[config.mk]
export PLATFORM = sky130hd
export DESIGN_NAME = demux2_4b_buf
export DESIGN_NICKNAME = d
export VERILOG_FILES = /design/src/rtl/demux2_4b_buf.sv
export SDC_FILE = /design/constraint.sdc
export NUM_CORES = 1
export LEC_CHECK = 0
export ABC_AREA = 1
export BUFFER_PORTS_ARGS = -buffer_cell sky130_fd_sc_hd__buf_2
export CORE_MARGIN = 3
export CORE_UTILIZATION = 50
export DETAILED_ROUTE_END_ITERATION = 10
export PLACE_DENSITY = 0.73
export SLEW_MARGIN = 40
export SYNTH_ARGS = -nofsm -noshare
export SYNTH_HDL_FRONTEND = slang
export SYNTH_SLANG_ARGS = --single-unit
[constraint.sdc]
create_clock -name clk -period 3.4 [get_ports clk]
set_input_delay 0.34 -clock clk [delete_from_list [all_inputs] [get_ports clk]]
set_output_delay 0.34 -clock clk [all_outputs]
set_load 0.005 [all_outputs]
[src/rtl/demux2_4b_buf.sv]
// Two-lane 4-bit demux receiver: each accepted word is steered by in_sel into a 2-entry per-lane FIFO.
// Latency 1 cycle in->out. Backpressure: in_rdy drops while the selected lane is full, with no pass-through.
module demux2_4b_buf (
  input  logic       clk,
  input  logic       rst,
  input  logic       in_val,
  output logic       in_rdy,
  input  logic       in_sel,
  input  logic [3:0] in_data,
  output logic       out0_val,
  input  logic       out0_rdy,
  output logic [3:0] out0_data,
  output logic       out1_val,
  input  logic       out1_rdy,
  output logic [3:0] out1_data,
  output logic [7:0] count0,
  output logic [7:0] count1
);

  logic [3:0] r_mem [2][2];
  logic [1:0] r_occ [2];
  logic [7:0] r_cnt [2];
  logic [1:0] r_head;
  logic [1:0] r_tail;

  logic [1:0] w_full;
  logic [1:0] w_rdy;
  logic [1:0] w_enq;
  logic [1:0] w_deq;

  assign w_rdy = {out1_rdy, out0_rdy};

  // Readiness looks only at occupancy, so a full lane stays closed even while it drains.
  always_comb begin
    w_full = '0;
    w_enq  = '0;
    w_deq  = '0;
    for (int l = 0; l < 2; l++) begin
      w_full[l] = (r_occ[l] == 2'd2);
      w_deq[l]  = (r_occ[l] != 2'd0) && w_rdy[l];
    end
    in_rdy = in_sel ? !w_full[1] : !w_full[0];
    for (int l = 0; l < 2; l++) begin
      w_enq[l] = in_val && in_rdy && (in_sel == l[0]);
    end
  end

  always_ff @(posedge clk or posedge rst) begin
    if (rst) begin
      for (int l = 0; l < 2; l++) begin
        r_mem[l][0] <= 4'h0;
        r_mem[l][1] <= 4'h0;
        r_occ[l]    <= 2'd0;
        r_cnt[l]    <= 8'd0;
      end
      r_head <= 2'b00;
      r_tail <= 2'b00;
    end else begin
      for (int l = 0; l < 2; l++) begin
        if (w_enq[l]) begin
          r_mem[l][r_tail[l]] <= in_data;
          r_tail[l]           <= ~r_tail[l];
        end
        if (w_deq[l]) begin
          r_head[l] <= ~r_head[l];
          r_cnt[l]  <= r_cnt[l] + 8'd1;
        end
        case ({w_enq[l], w_deq[l]})
          2'b10:   r_occ[l] <= r_occ[l] + 2'd1;
          2'b01:   r_occ[l] <= r_occ[l] - 2'd1;
          default: r_occ[l] <= r_occ[l];
        endcase
      end
    end
  end

  assign out0_val  = (r_occ[0] != 2'd0);
  assign out1_val  = (r_occ[1] != 2'd0);
  assign out0_data = r_mem[0][r_head[0]];
  assign out1_data = r_mem[1][r_head[1]];
  assign count0    = r_cnt[0];
  assign count1    = r_cnt[1];

endmodule

-- Yosys cells after proc, flatten, opt, wreduce, memory -nomap -nowiden
Index checks and enable logic that the tools add are counted.
- logic and storage cells: 67
- bits in registers: 40
- eq/ne operators: 6
- order comparisons: 6
- bitwise gates (word level): 9
- add/subtract/negate cells: 6
- multiplexer cells: 15
- reductions and logical operators: 13
- operators by type and width (cell ; number):
    two-way mux 4 bit ; 8
    adder 8 x 1 -> 8 bit (second input constant) ; 2
    bitwise mux 8 bit ; 2
    demux 4 bit (select 1 bit) ; 2
    == test 2 bit (second input constant) ; 4
    greater-or-equal comparator 2 bit (second input constant) ; 4
    NOT 1 -> 2 bit ; 4
    one-hot mux 2 bit (2 select lines) ; 2
    nonzero test 2 bit ; 4
    logical AND 1 bit ; 7
    NOT 1 bit ; 5
    adder 2 x 1 -> 2 bit (second input constant) ; 2
    == test 2 x 1 -> 1 bit (second input constant) ; 2
    < comparator 2 x 1 -> 1 bit (second input constant) ; 2
    subtractor 2 x 1 -> 2 bit (second input constant) ; 2
    zero test 1 bit ; 2
    two-way mux 1 bit ; 1

-- Logic depth before layout (Yosys ltp)
Gate-level depths: netlist of run 1.
- word-level depth: 7
- depth in mapped cells: 8

-- Worst setup path before layout of run 1
Ideal clock, no wire load.
- path kind: register to register
- start: reg r_occ[2] (netlist name)
- end: reg r_occ[3] (netlist name)
- arrival time: 1.421 ns
- data required time: 3.269 ns
- setup time: 0.131 ns
- slack: 1.848 ns
- cell stages (with the launch flop): 8
- path buffers: 2
- cell sequence: dfrtp_1 -> buf_6 -> o211ai_2 -> buf_6 -> ha_1 -> a21oi_1 -> o21ai_0 -> xor2_1
- word-level cells in the longest chain between the ends: 7
- elaborated cells between the ends (all ways): 13
- those cells by class: 2 x add/sub; 3 x eq/ne; 2 x mux; 6 x reduce/logical
- RTL lines (item ; line ; RTL):
    start, declared ; 21 ; logic [1:0] r_occ [2];
    start signal, assigned by index ; 69 ; 2'b10: r_occ[l] <= r_occ[l] + 2'd1;
    start signal, assigned by index ; 70 ; 2'b01: r_occ[l] <= r_occ[l] - 2'd1;
    start signal, assigned by index ; 71 ; default: r_occ[l] <= r_occ[l];
    == test 2 bit ; 39 ; w_full[l] = (r_occ[l] == 2'd2);
    zero test 1 bit ; 42 ; in_rdy = in_sel ? !w_full[1] : !w_full[0];
    two-way mux 1 bit ; 42 ;
    logical AND 1 bit (2 in series) ; 44 ; w_enq[l] = in_val && in_rdy && (in_sel == l[0]);
    == test 2 x 1 -> 1 bit / == test 2 bit (equally long branches) ; 68 ; case ({w_enq[l], w_deq[l]})
    one-hot mux 2 bit (2 select lines) / nonzero test 2 bit (equally long branches) ; - ;
Parallel ways exist; a longest one is shown, timed or not.
A chain may end at the register's enable or synchronous reset.

-- Worst setup path after layout of run 1
Ends and elaborated chain as after synthesis.

==> summary.md, run 1 <==
| Metric | Value |
|---|---|
| Largest net degree at the start of global routing | between 40 and 50 |
| Avg Synthesized Cell Area | 8.57 um2 |
| Post-synth top area share | 0.481 |
| Antenna violations before repair | 0 |
| Crit path max fanout | 12 |
| Final wirelength | 3870 um |
| Vias/cell | 4.88 |
| Crit. Startpoint | r_occ[2] |
| Area of the core | between 3000 and 4000 um2 |
| Detail Route Antenna Nets | 0 |
| Flop-to-flop setup slack | between 1000 and 1500 ps |
| H-tree levels | 2 |
| Main flop type after synthesis | dfrtp_1 |
| Crit path launch type | register |
| RR Endpoint | r_occ[3] |
| WL/cell | 11.7 um |
| Router iterations before antenna repair | 4 |
| Library cells used by synthesis | 26 |
| Status | complete, no violations |
| Seq. cell area | between 1000 and 1500 um2 |
| Power Density | a little under 900 nW/um2 |
| CP Cell Sequence | o211ai_2, ha_1, a21oi_1, o21ai_0, xor2_1 |
| CP Class | register to register |
| Mapped cell area | ~2100 um2 |
| Int Pwr | 1.30 mW |
| Setup violations, final | 0 |
| NetSw | ~820 uW |
| Final Cycle Share | 0.566 |
| Total CTS buffers | 5 |
| Count of pins over their slew limit | 0 |
| Synth area leaders | dfrtp_1 (48%), nand2_1 (14%), inv_1 (5.8%) |
| Final nets | 297 |
| CTS tree | yes |
| Async S/R FF share, synth | 1.00 |
| Clock root cell | clkbuf_8 |
| Hold Buf Count CTS | 0 |
| Chip width | 70.5 um |
| Residual DRC count | 0 |
| Final min period | just under 2000 ps |
| Vias | 1621 |
| CP max stage delay | between 500 and 600 ps |
| Placed inst area | 2300 um2 |
| Kind of end point of the critical path | register |
| Max Clock Freq | approximately 520 MHz |
| Crit path DAT | between 2000 and 2500 ps |
| Worst r2r path cells | 5 |
| Sequential-to-total area share from yosys stat | 0.481 |
| Post-synthesis register bit count | 40 |
| Sequential share of power | 0.423 |
| Top-count cell post-synth | nand2_1 |
| RR Startpoint | r_occ[2] |
| Syn Inst Count | ~240 |
| Critical Path Slowest Stage Cell | o211ai_2 |
| Worst rel slew slack | 0.597 |
| Core Util, Final | 0.634 |
| Number of global-route vias before repair | 1555 |
| CTS resizes | 0 |
| Area of the multi-input gates | a little over 900 um2 |
| Total power | 2.12 mW |
| Maximum clock insertion buffer count | 2 |
| Placed Instances | roughly 320 |
| Row count | 22 |
| Area leader, netlist | dfrtp_1 |
| Setup Skew | roughly 6.7 ps |
| 1st-iter DRT viols | 140 |
| Worst Path Buf+Inv | 0 |
| RSZ-0062 raised after global routing | false |
| Die area | 4970 um2 |
| All-Layer GR Usage | 0.173 |
| Share of cells above drive strength 1 | 0.222 |
| Worst hold path type | input port to asynchronous set/reset pin |
| Worst Path Required | around 3600 ps |
| Net Sw Frac | 0.387 |
| Global-route wire length before repair | slightly below 7000 um |
| Max-cap violation count | 0 |
| CP delay by family, top | compound AO/OA/AOI/OAI gates |
| Die H | 70.5 um |
| Final Wtd Congestion | between 0.7 and 0.8 |
| Synthesis Warnings | 0 |
| Number of enable flip-flop cells after synthesis | 0 |
| Post-route cell area | around 2400 um2 |
| Slew @ Worst Pin | 603 ps |
| Peak supply drop | about 570 uV |
| Clock sink count | 40 |
| Syn Nets | 257 |
| I/O pin total | 37 |
| Combinational Power Share | 0.378 |
| Worst-Skew Late Latency | roughly 300 ps |
| Gr ovfl total | 0 |
| Hpwl dp | approximately 2800 um |
| Fillers | approximately 340 |
| Diode count | 0 |
| Clk pin slew, worst setup/hold paths | 80 ps |
| Setup TNS | 0 ps |
| IO Port Bufs | 36 |
| Part of the power in the clock network | 0.199 |
| Leak | roughly 1.3 nW |
| Final Instance Count excl. Fillers | about 330 |
| Post-CTS Setup Repair Bufs | 0 |
| Most instantiated cells after synthesis | nand2_1 (79), dfrtp_1 (40), inv_1 (32) |
| Layout area overhead | 16.5% |
| Starting density of the core | 0.544 |
| Final Hold Viols | 0 |
[layer usage]
metal | vias to the layer above | global-route usage | wire (um)
li1 | 840 | - | -
met1 | 739 | 0.222 | 1800
met2 | 35 | 0.287 | 1820
met3 | 7 | 0.0384 | 178
met4 | 0 | 0.0689 | 66
met5 | - | 0 | 0
[cell usage in the layout (no fill, tap or decap), types with 4 or more instances in the layout]
cell type,Yosys,routed
dfrtp_1,40,40
o21ai_0,20,20
clkbuf_8,0,7
o21bai_1,8,8
nor2_1,7,7
buf_2,0,36
ha_1,4,4
nand2_1,79,79
xnor2_1,6,6
xor2_1,7,7
nand3_1,8,8
nand4_1,5,5
inv_1,32,32
[layout make-up]
class | count | share of cell area
multi-input cells | 163 | 0.376
well taps | 48 | 0.0248
flip-flops and latches | 40 | 0.413
clock inverters | 1 | 0.0124
repair buffers | 37 | 0.0774
clock buffers | 7 | 0.0397
inverters | 36 | 0.0567
[state kept, by name, summed over array words and instances, names as in the netlist]
register,count
r_mem,16
r_tail,2
count0,8
r_head,2
r_occ,4
count1,8
[how the worst max path moves through the flow]
stage,endpoint,cells after the start,slack [ps]
4_1_cts,r_occ[3],5,1470
2_1_floorplan,r_occ[3],7,1850
3_3_place_gp,r_occ[3],5,1610
5_1_grt,r_occ[3],5,1310
3_5_place_dp,r_occ[3],5,1480
6_report,r_occ[3],5,1480
[worst min-delay path, stage by stage]
cell   delay, ps
buf_2         90
inv_1         40
buf_4        420
[kinds of logic after synthesis]
kind of cell               synth area share
AOI/OAI and AO/OA                    0.0913
xor gates and xnor gates             0.0625
adders and majority gates            0.0240
buffers and inverters                0.0805
DFF                                   0.481
and+or+nand+nor                       0.261
[power by group through the flow]
stage	logic [mW]	registers, mW	clock network (mW)
after floorplan	0.606	0.837	0
after global placement	0.788	0.895	0
after detailed placement	0.809	0.907	0
after CTS	0.812	0.899	0.433
after global routing	0.929	0.931	0.454
final	0.800	0.896	0.421
[metrics by stage]
step | setup WS (ps) | hold WS, ps
final | 1480 | 154
after global routing | 1310 | 197
after CTS | 1470 | 167
after detailed placement | 1480 | 488
after global placement | 1610 | 482
after floorplan | 1850 | 457
Note: power is estimated with default switching activity, not from simulation.
==> run 2, diff against run 1 <==
ABC_AREA = 0   (was 1)
PLACE_DENSITY = 0.74   (was 0.73)
clock period = 2 ns   (was 3.4 ns; I/O delays follow)
==> run 2 against run 1 <==
Against the previous run:
- worst setup slack got worse by 1100 ps
- critical endpoint is now r_occ[1]
- clock power rose by 28%
- routed wire length fell by 18%
- critical path depth did not move
- flip-flop and latch count did not move
==> summary.md, run 2 <==
| Metric | Value |
|---|---|
| Setup TNS | 0 ps |
| WL/cell | ~14 um |
| 1st-iter DRT viols | 52 |
| CP Cell Sequence | o21ai_2, inv_1, ha_1, nor2_1, xor2_1 |
| CTS tree | yes |
| Maximum clock insertion buffer count | 2 |
| Number of global-route vias before repair | ~1.2k |
| H-tree levels | 2 |
| Commonest non-fill, non-tap cell in the layout | dfrtp_1 |
| Flop-to-flop setup slack | ~360 ps |
| Sequential share of power | 0.461 |
| Residual DRC count | 0 |
| Row count | 21 |
| Crit path DAT | around 1800 ps |
| NetSw | 1.14 mW |
| Worst Path Buf+Inv | 1 |
| Async S/R FF share, synth | 1.00 |
| Power Density | about 1600 nW/um2 |
| Worst Path Required | between 2000 and 2500 ps |
| Global-route wire length before repair | 5400 um |
| Part of the power in the clock network | 0.160 |
| Area leader, netlist | dfrtp_1 |
| Final wirelength | between 3000 and 4000 um |
| Post-synthesis register bit count | 40 |
| Worst rel slew slack | 0.671 |
| Avg Synthesized Cell Area | roughly 13 um2 |
| RSZ-0062 raised after global routing | false |
| Crit path max fanout | 7 |
| Clock sink count | 40 |
| CTS resizes | 0 |
| Synthesis Warnings | 0 |
| Final nets | 200 |
| RR Endpoint | r_occ[1] |
| Synth area leaders | dfrtp_1 (54%), mux2_2 (12%), xnor2_1 (7.6%) |
| Int Pwr | 2.24 mW |
| Max Clock Freq | around 610 MHz |
| Number of enable flip-flop cells after synthesis | 0 |
| Most instantiated cells after synthesis | dfrtp_1 (40), mux2_2 (20), xnor2_1 (16) |
| Slew @ Worst Pin | a little under 500 ps |
| Worst hold path type | input port to asynchronous set/reset pin |
| Layout area overhead | 18.2% |
| Final Wtd Congestion | roughly 0.76 |
| Leak | 1.05 nW |
| Antenna violations before repair | 0 |
| Sequential-to-total area share from yosys stat | 0.544 |
| Seq. cell area | ~1000 um2 |
| Final Hold Viols | 0 |
| Clock root cell | clkbuf_8 |
| Die H | roughly 67 um |
| Setup Skew | ~5.9 ps |
| Setup violations, final | 0 |
| Post-CTS Setup Repair Bufs | 0 |
| Fillers | 291 |
| Library cells used by synthesis | 26 |
| Max FFs per register | 16 |
| CP Class | register to register |
| Vias | ~1.2k |
| Main flop type after synthesis | dfrtp_1 |
| Peak supply drop | around 700 uV |
| Vias/cell | roughly 5.0 |
| Worst-Skew Late Latency | roughly 280 ps |
| Router iterations before antenna repair | 4 |
| Hpwl dp | about 2400 um |
| Mapped cell area | 1840 um2 |
| Hold Buf Count CTS | 0 |
| Crit path launch type | register |
| Syn Nets | roughly 160 |
| Kind of end point of the critical path | register |
| Largest net degree at the start of global routing | ~40 |
| Worst r2r path cells | 5 |
| Detail Route Antenna Nets | 0 |
| Status | complete, no violations |
| Total CTS buffers | 5 |
| Diode count | 0 |
| Net Sw Frac | 0.336 |
| Final Cycle Share | 0.819 |
| Gr ovfl total | 0 |
| Post-synth top area share | 0.544 |
| Chip width | about 67 um |
| Area of the core | ~3400 um2 |
| Critical Path Slowest Stage Cell | dfrtp_1 |
| CP delay by family, top | flip-flops |
| Count of pins over their slew limit | 0 |
| Area of the multi-input gates | about 810 um2 |
| Syn Inst Count | 143 |
| Clk pin slew, worst setup/hold paths | 80 ps |
| Top-count cell post-synth | dfrtp_1 |
| CP max stage delay | about 450 ps |
| Die area | 4440 um2 |
| Combinational Power Share | 0.380 |
| All-Layer GR Usage | 0.162 |
| Most frequent cells in the layout | dfrtp_1 (40), buf_2 (36), mux2_2 (20) |
| Max-cap violation count | 0 |
| I/O pin total | 37 |
| Share of cells above drive strength 1 | 0.417 |
| Starting density of the core | 0.534 |
| IO Port Bufs | 36 |
| Total power | 3.38 mW |
| Final min period | between 1500 and 2000 ps |
| Most flops, register | r_mem |
| RR Startpoint | r_occ[0] |
[run 2: worst register-to-register path, cell delays in order, from the launching register on]
cell and delay, ps:
dfrtp_1 450, o21ai_2 340, inv_1 160, ha_1 330
nor2_1 140, xor2_1 150
[run 2: how the worst max path moves through the flow]
stage              from       end  cells after the start
3_3_place_gp   r_occ[0]  r_occ[1]                      5
3_5_place_dp   r_occ[0]  r_occ[1]                      5
6_report       r_occ[0]  r_occ[1]                      5
5_1_grt        r_occ[0]  r_occ[1]                      6
2_1_floorplan  r_occ[2]  r_occ[3]                      6
4_1_cts        r_occ[0]  r_occ[1]                      5
[run 2: area by class of cell]
type                            count  area share
Timing Repair Buffer               38      0.0898
Clock inverter                      1     0.00345
Tap cell                           46      0.0265
Inverter                            3     0.00518
Multi-Input combinational cell     98       0.375
Clock buffer                        7      0.0397
Sequential cell                    40       0.461
[run 2: per-stage QoR]
| stage | hold slack (ps) | util | instance area (um2) | setup slack [ps] | cells |
|---|---|---|---|---|---|
| CTS | 34.2 | 0.631 | 2170 | 347 | 233 |
| global placement | 335 | 0.604 | 2080 | 423 | 225 |
| detailed placement | 345 | 0.604 | 2080 | 369 | 225 |
| finish | 15.5 | 0.631 | 2170 | 362 | 233 |
| floorplan | 349 | - | 1840 | 436 | 143 |
| global route | 89.7 | 0.631 | 2170 | 237 | 233 |
[run 2: power by group through the flow]
stage / clock network, mW / registers [mW] / logic (mW)
global route: 0.594 / 1.61 / 1.43
CTS: 0.553 / 1.55 / 1.31
detailed placement: 0 / 1.57 / 1.30
global placement: 0 / 1.53 / 1.26
finish: 0.538 / 1.55 / 1.28
floorplan: 0 / 1.46 / 0.937
[run 2: logic make-up (layout without fill, tap and decap cells)]
group,after synthesis,after routing,share of synthesized area
compound gates,3,3,0.0122
xor+xnor,24,24,0.114
fa+ha+maj,4,4,0.0272
buf+inv,5,49,0.0129
flops,40,40,0.544
mux,24,24,0.155
simple gates,43,43,0.134
[run 2: per-layer routing]
metal	wire length, um	track usage
met2	1550	0.264
met3	135	0.0422
met1	1460	0.212
met4	25	0.0457
met5	0	0
==> run 3, diff against run 2 <==
ABC_AREA = 1   (was 0)
PLACE_DENSITY = 0.73   (was 0.74)
clock period = 1.65 ns   (was 2 ns; I/O delays follow)
==> run 3 against run 2 <==
Against the previous run:
- count of clock-buffer cells in the layout decreased by 1
- final cell count rose by 45%
- worst setup slack got worse by 230 ps
- critical path depth did not move
- die area up 12%
- flip-flop and latch count did not move
- hold slack improved by 130 ps
- routed wire length is 22% higher
- sequential share of layout area is 4.9 points lower
- power up 24%
- sequential power is 17% higher
- combinational power increased by 32%
- critical path type unchanged
- critical endpoint is now r_occ[3]
- largest cell class unchanged
==> summary.md, run 3 (synthesis results as in run 1) <==
| Metric | Value |
|---|---|
| Commonest non-fill, non-tap cell in the layout | nand2_1 |
| Combinational Power Share | 0.405 |
| Setup violations, final | 0 |
| H-tree levels | 2 |
| Worst-Skew Late Latency | around 290 ps |
| Area of the multi-input gates | 913 um2 |
| Final Wtd Congestion | between 0.8 and 0.9 |
| Worst Path Buf+Inv | 0 |
| Cell count along the critical path | 5 |
| Max Clock Freq | between 600 and 700 MHz |
| Area of the core | approximately 3800 um2 |
| Crit path launch type | register |
| RSZ-0062 raised after global routing | false |
| Clock root cell | clkbuf_8 |
| Antenna violations before repair | 0 |
| Setup Slack @ Placement | between 100 and 150 ps |
| Chip width | 70.5 um |
| Critical Path Slowest Stage Cell | dfrtp_1 |
| Hold depth | 3 |
| Most flops, register | r_mem |
| WL/cell | about 12 um |
| Final nets | ~300 |
| Power Density | around 1700 nW/um2 |
| Crit path DAT | 1690 ps |
| Part of the power in the clock network | 0.159 |
| I/O pin total | 37 |
| Setup Skew | around 4.7 ps |
| Share of cells above drive strength 1 | 0.232 |
| Most frequent cells in the layout | nand2_1 (79), dfrtp_1 (40), buf_2 (36) |
| Worst Path Required | 1820 ps |
| NetSw | roughly 1.7 mW |
| Worst rel slew slack | 0.667 |
| Seq. cell area | 1000 um2 |
| CTS tree | yes |
| Detail Route Antenna Nets | 0 |
| CP Cell Sequence | o21a_1, ha_1, a21oi_1, o21ai_0, xor2_1 |
| CTS resizes | 0 |
| Status | complete, no violations |
| Clk pin slew, worst setup/hold paths | roughly 80 ps |
| Max-cap violation count | 0 |
| CP max stage delay | 420 ps |
| Hpwl dp | roughly 2800 um |
| CP delay by family, top | compound AO/OA/AOI/OAI gates |
| Diode count | 0 |
| CP Class | register to register |
| Number of global-route vias before repair | roughly 1.6k |
| Gr ovfl total | 0 |
| Count of pins over their slew limit | 0 |
| Total CTS buffers | 5 |
| Peak supply drop | approximately 970 uV |
| Router iterations before antenna repair | 4 |
| Setup TNS | 0 ps |
| Crit path max fanout | 5 |
| Layout area overhead | 16.8% |
| Fillers | 335 |
| Vias/cell | slightly below 5 |
| Int Pwr | roughly 2.5 mW |
| Residual DRC count | 0 |
| Vias | roughly 1.6k |
| Setup WS post-layout | ~130 ps |
| Global-route wire length before repair | just under 7000 um |
| Worst hold path type | input port to register |
| Final Cycle Share | 0.923 |
| Maximum clock insertion buffer count | 2 |
| Kind of end point of the critical path | register |
| Final Hold Viols | 0 |
| Final wirelength | just under 4000 um |
| Leak | 1.29 nW |
| 1st-iter DRT viols | 101 |
| Max FFs per register | 16 |
| Clock sink count | 40 |
| IO Port Bufs | 36 |
| Final min period | around 1500 ps |
| All-Layer GR Usage | 0.176 |
| Row count | 22 |
| Net Sw Frac | 0.399 |
| Sequential share of power | 0.435 |
| Starting density of the core | 0.544 |
| Die area | between 4000 and 5000 um2 |
| Slew @ Worst Pin | roughly 500 ps |
| Die H | between 70 and 80 um |
| Worst r2r path cells | 5 |
| Largest net degree at the start of global routing | 41 |
==> run 3: stage by stage <==
step	hold slack [ps]	std cells	instance area (um2)	util	total power [mW]
after floorplan	282	243	2080	-	2.97
after global placement	313	328	2330	0.609	3.49
after detailed placement	313	328	2330	0.609	3.55
after CTS	134	337	2430	0.636	4.23
after global routing	141	337	2430	0.636	4.60
final	147	337	2430	0.636	4.18
==> run 3: worst min-delay path: stages <==
cell     delay, ps
buf_2          130
nand2_1         60
nand2_1         40
==> run 3: metal layers <==
| layer | up-vias | global-route usage | routed length [um] |
|---|---|---|---|
| met5 | - | 0 | 0 |
| met4 | 0 | 0.0898 | 60 |
| met3 | 5 | 0.0497 | 219 |
| met2 | 33 | 0.278 | 1840 |
| met1 | 739 | 0.222 | 1760 |
| li1 | 848 | - | - |
==> run 3: final cells by class <==
class                   count  area share
well taps                  48      0.0247
inverters                  36      0.0566
multi-input cells         163       0.376
repair buffers             42      0.0936
flip-flops and latches     40       0.412
clock buffers               6      0.0340
clock inverters             2     0.00412
==> run 3: worst paths after layout <==
kind	startpoint	end	slack, ps
max in group asynchronous	rst	count1[0]	770
min in group asynchronous	rst	count0[4]	530
setup reg to reg	r_occ[2]	r_occ[3]	130
setup / recovery	r_occ[2]	r_occ[3]	130
hold reg to reg	r_mem[3]	r_mem[3]	500
hold / removal	in_data[1]	r_mem[1]	150
==> run 3: what timing repair did <==
action / 4_1_cts / 5_1_grt
buffers inserted: 0 / 0
hold buffers: 1 / 0
hold endpoints to repair: 40 / 0
==> run 3: power groups by stage <==
stage,Clock (mW),Sequential (mW),Combinational (mW)
floorplan,0,1.72,1.25
global placement,0,1.82,1.67
detailed placement,0,1.84,1.71
CTS,0.687,1.82,1.72
global route,0.733,1.91,1.96
finish,0.666,1.82,1.69
